**config.mk**
```make
export PLATFORM = sky130hd
export DESIGN_NAME = div_repeated_sub
export DESIGN_NICKNAME = d
export VERILOG_FILES = /design/src/rtl/div_repeated_sub.sv
export SDC_FILE = /design/constraint.sdc
export NUM_CORES = 1
export LEC_CHECK = 0
export ABC_AREA = 1
export CAP_MARGIN = 20
export CORE_MARGIN = 5
export CORE_UTILIZATION = 50
export CTS_CLUSTER_DIAMETER = 100
export CTS_CLUSTER_SIZE = 8
export DETAILED_ROUTE_END_ITERATION = 8
export PLACE_DENSITY_LB_ADDON = 0.08
export SYNTH_ARGS = -nofsm -noshare
export SYNTH_HDL_FRONTEND = slang
export SYNTH_SLANG_ARGS = --single-unit
```
**constraint.sdc**
```tcl
create_clock -name clk -period 5.73 [get_ports clk]
set_input_delay 1.146 -clock clk [delete_from_list [all_inputs] [get_ports clk]]
set_output_delay 1.146 -clock clk [all_outputs]
set_load 0.03 [all_outputs]
```
**src/rtl/div_repeated_sub.sv**
```systemverilog
// Unsigned 16-bit divider by repeated subtraction over a shared operand bus.
// Optional abort port and logic enabled by defining DIV_ABORT_EN.
module div_repeated_sub (
  input  logic        clk,
  input  logic        rst,
`ifdef DIV_ABORT_EN
  input  logic        abort,
`endif
  input  logic        start,
  input  logic [15:0] data_in,
  output logic        busy,
  output logic        done,
  output logic [15:0] quotient,
  output logic [15:0] remainder,
  output logic        div_by_zero
);

  localparam int unsigned DW = 16;

  typedef enum logic [1:0] {
    IDLE = 2'd0,
    LDB  = 2'd1,
    RUN  = 2'd2,
    DONE = 2'd3
  } state_e;

  state_e        state_q, state_d;
  logic [DW-1:0] a_q, a_d;
  logic [DW-1:0] b_q, b_d;
  logic [DW-1:0] q_q, q_d;
  logic          dbz_q, dbz_d;
  logic          busy_q, busy_d;
  logic          done_q, done_d;

  // State and datapath registers
  always_ff @(posedge clk) begin
    if (rst) begin
      state_q <= IDLE;
      a_q     <= '0;
      b_q     <= '0;
      q_q     <= '0;
      dbz_q   <= 1'b0;
      busy_q  <= 1'b0;
      done_q  <= 1'b0;
    end else begin
      state_q <= state_d;
      a_q     <= a_d;
      b_q     <= b_d;
      q_q     <= q_d;
      dbz_q   <= dbz_d;
      busy_q  <= busy_d;
      done_q  <= done_d;
    end
  end

  // Next-state and datapath update
  always_comb begin
    state_d = state_q;
    a_d     = a_q;
    b_d     = b_q;
    q_d     = q_q;
    dbz_d   = dbz_q;
    unique case (state_q)
      IDLE: begin
        if (start) begin
          a_d     = data_in;
          q_d     = '0;
          dbz_d   = 1'b0;
          state_d = LDB;
        end
      end
      LDB: begin
`ifdef DIV_ABORT_EN
        if (abort) state_d = IDLE;
        else
`endif
        begin
          b_d = data_in;
          if (data_in == DW'(0)) begin
            dbz_d   = 1'b1;
            state_d = DONE;
          end else begin
            state_d = RUN;
          end
        end
      end
      RUN: begin
`ifdef DIV_ABORT_EN
        if (abort) state_d = IDLE;
        else
`endif
        if (a_q >= b_q) begin
          a_d = a_q - b_q;
          q_d = q_q + DW'(1);
        end else begin
          state_d = DONE;
        end
      end
      DONE: state_d = IDLE;
      default: state_d = IDLE;
    endcase
    // Status flags registered alongside the state they describe
    busy_d = (state_d == LDB) || (state_d == RUN);
    done_d = (state_d == DONE);
  end

  assign busy        = busy_q;
  assign done        = done_q;
  assign quotient    = q_q;
  assign remainder   = a_q;
  assign div_by_zero = dbz_q;

endmodule

```
==> reports/qor.yml <==
status:
  status: "completed"
logic_synthesis:
  async_flop_share: 0
  postSynthCellCount: 599
  synthAdderAreaFrac: 0.0768
  syn_area_per_cell_um2: 6.15
  ys_warn_count: 0
  ys_ff_latch: 53
  syn_area_mm2: 0.00368
  synthesis.nets: 640
  yosys-top-cells-area: "dfxtp_1, nand2_1, inv_1"
  synth_simple_gate_area_frac: 0.352
  synth-compound-area-share: 0.137
  synthFlopType: "dfxtp_1"
  synth_commonest_cells: "nand2_1, inv_1, nor2_1, dfxtp_1, a21oi_1"
  synth_cell_types: 36
  synth_top_area_frac: 0.288
  synth_top_family_by_area: "simple AND/OR/NAND/NOR gates"
  ys_seq_area_frac: 0.288
  synthMuxAreaShare: 0
  yosysTopAreaCell: "dfxtp_1"
  synth-xor-area-share: 0.0143
  synth.most_common_cell: "nand2_1"
  synth_edf_count: 0
worst_setup_path:
  endpoint_kind: "register"
  arrival_ns: 3.35
  r2r_setup_slack_ns: 2.57
  crit_end: "remainder[12]$_SDFFE_PP0P_"
  cp-start-kind: "register"
  critical_path_required_ns: 5.92
  critical_path_class: "register to register"
  r2r_start: "state_q[0]$_SDFF_PP0_"
  path_max_fanout: 28
  rr_endpoint: "remainder[12]$_SDFFE_PP0P_"
  crit_start: "state_q[0]$_SDFF_PP0_"
  r2r_cells: 8
sta:
  skew_ns: 0.00344
  setup_viol: 0
  fin_ws_ns: 2.57
  tightest_slew_ns: 1.06
  rsz0062_at_grt: "false"
  tns_ns: 0
  max_freq_mhz: 316
  slew_viol_final: 0
  finalCriticalPeriod_ns: 3.16
  final-hold-violation-count: 0
  slew_headroom: 0.289
  layout_worst_path_cycle_share: 0.552
routing:
  dr.pass1.iters: 5
  drt-total-wl_mm: 9.66
  viasPerCell: 5.00
  vias: 3697
  ant_nets: 0
  drt_iter0_markers: 156
  wire_per_inst_um: 13.1
  drc: 0
pwr:
  powerDensity_mw_per_mm2: 667
  cellLeakagePower_nw: 1.97
  clkPwrFrac: 0.079
  intPower_mw: 1.29
  pwr-share-seq: 0.200
  finalPower_mw: 2.88
  p_sw_mw: 1.59
  power_frac_comb: 0.721
  ir_drop_v: 0.000471
  p_sw_frac: 0.552
clock_tree:
  cts_buffers: 5
  clock_path_buffers: 2
  htree_num_levels: 2
  clkLatencyLatePin_ns: 0.32
  postCtsHoldBufs: 0
  cts_resized: 0
  cts_tree: "built"
  clock-sinks: 53
  clkSlewWorstSetupHoldPaths_ns: 0.10
  post_cts_buffers: 0
  clock-root-buffer: "clkbuf_8"
global_routing:
  grt_pass1_vias: 3260
  grt_max_degree: 42
  overflow: 0
  grt_pass1_wl_mm: 15.6
  antenna_found_initial: 0
  gr-usage-all-layers: 0.217
floorplanning:
  start_util: 0.510
  die_area_mm2: 0.00918
  dieWidth_um: 95.8
  die_h_um: 95.8
  std_cell_rows: 31
  ios: 54
  coreArea_mm2: 0.00721
placement:
  portBuffers: 53
  place_congestion: 0.902
  place_inst: 732
  place_ws_ns: 2.36
  hpwl_mm: 7.18
layout:
  drive_above_1_share: 0.0452
  area_growth_pct: 17.1
  stdcell_count: 740
  diodes: 0
  finalNetCount: 681
job:
  drv_cap: 0
min_path:
  hold_path.class: "register to register"
  hold_depth: 2
how the worst min path moves through the flow:
| stage | start | end | slack, ns |
|---|---|---|---|
| floorplan | b_q[15]$_SDFFE_PP0P_ | b_q[15]$_SDFFE_PP0P_ | 0.43 |
| global placement | b_q[10]$_SDFFE_PP0P_ | b_q[10]$_SDFFE_PP0P_ | 0.45 |
| detailed placement | b_q[13]$_SDFFE_PP0P_ | b_q[13]$_SDFFE_PP0P_ | 0.45 |
| CTS | b_q[13]$_SDFFE_PP0P_ | b_q[13]$_SDFFE_PP0P_ | 0.47 |
| global route | b_q[2]$_SDFFE_PP0P_ | b_q[2]$_SDFFE_PP0P_ | 0.49 |
| finish | b_q[15]$_SDFFE_PP0P_ | b_q[15]$_SDFFE_PP0P_ | 0.47 |
registers in the layout (all words and copies together), names as in the netlist:
name	count
state_q	2
div_by_zero	1
done	1
quotient	16
remainder	16
b_q	16
busy	1
power groups by stage:
stage | sequential, mW | combinational (mW) | clock (mW)
final | 0.576 | 2.07 | 0.227
after global routing | 0.592 | 2.34 | 0.240
after CTS | 0.578 | 2.08 | 0.231
after detailed placement | 0.585 | 2.07 | 0
after global placement | 0.582 | 2.03 | 0
after floorplan | 0.698 | 1.51 | 0
logic make-up (layout without fill, tap and decap cells):
logic type / count (synthesis) / after routing
buffers and inverters: 117 / 159
XOR/XNOR: 6 / 6
flip-flops: 53 / 53
AND/OR/NAND/NOR: 307 / 307
AO/OA/AOI/OAI: 94 / 94
adder cells (fa/ha/maj): 22 / 22
final cells by class:
class	instances	area, um2
multi-input cells	429	2140
fillers	732	2910
clock buffers	6	72.6
flip-flops and latches	53	1060
clock inverters	2	13.8
inverters	98	370
well taps	99	124
repair buffers	53	531
layer usage:
layer | global-route usage | routed length (um)
met5 | 0 | 0
met4 | 0.0592 | 117
met3 | 0.0407 | 536
met2 | 0.373 | 4560
met1 | 0.278 | 4450
cells in the final DEF (no fill, tap or decap), types with 2 or more instances in the layout:
cell type          n
a21oi_1           46
nand2_2            3
xnor2_1            4
nand2_4            2
nand4_1            5
and2_1             2
or2_2              4
clkbuf_8           5
clkdlybuf4s50_1   53
nor2_1            87
xor2_1             2
o21ai_0           34
ha_1              21
o21ai_2            3
o21ai_1            7
nor3_1             8
nor2_2             4
nand3_1           35
nand2_1          151
dfxtp_1           53
nor3b_1            2
inv_1             96
through the flow:
stage | area (um2) | hold slack (ns) | utilization
3_5_place_dp | 4220 | 0.454 | 0.585
6_report | 4310 | 0.468 | 0.597
3_3_place_gp | 4220 | 0.448 | 0.585
2_1_floorplan | 3680 | 0.435 | -
5_1_grt | 4310 | 0.495 | 0.597
4_1_cts | 4310 | 0.469 | 0.597
worst max-delay path: stages (launching register included):
cell and delay [ns]:
dfxtp_1 0.35, inv_1 0.09, ha_1 0.83, inv_4 0.33, a21oi_4 0.30, a21boi_2 0.85, nor2_1 0.09, nor2_1 0.15
nor2_1 0.04
No activity file was read; power rests on OpenSTA's default activity.
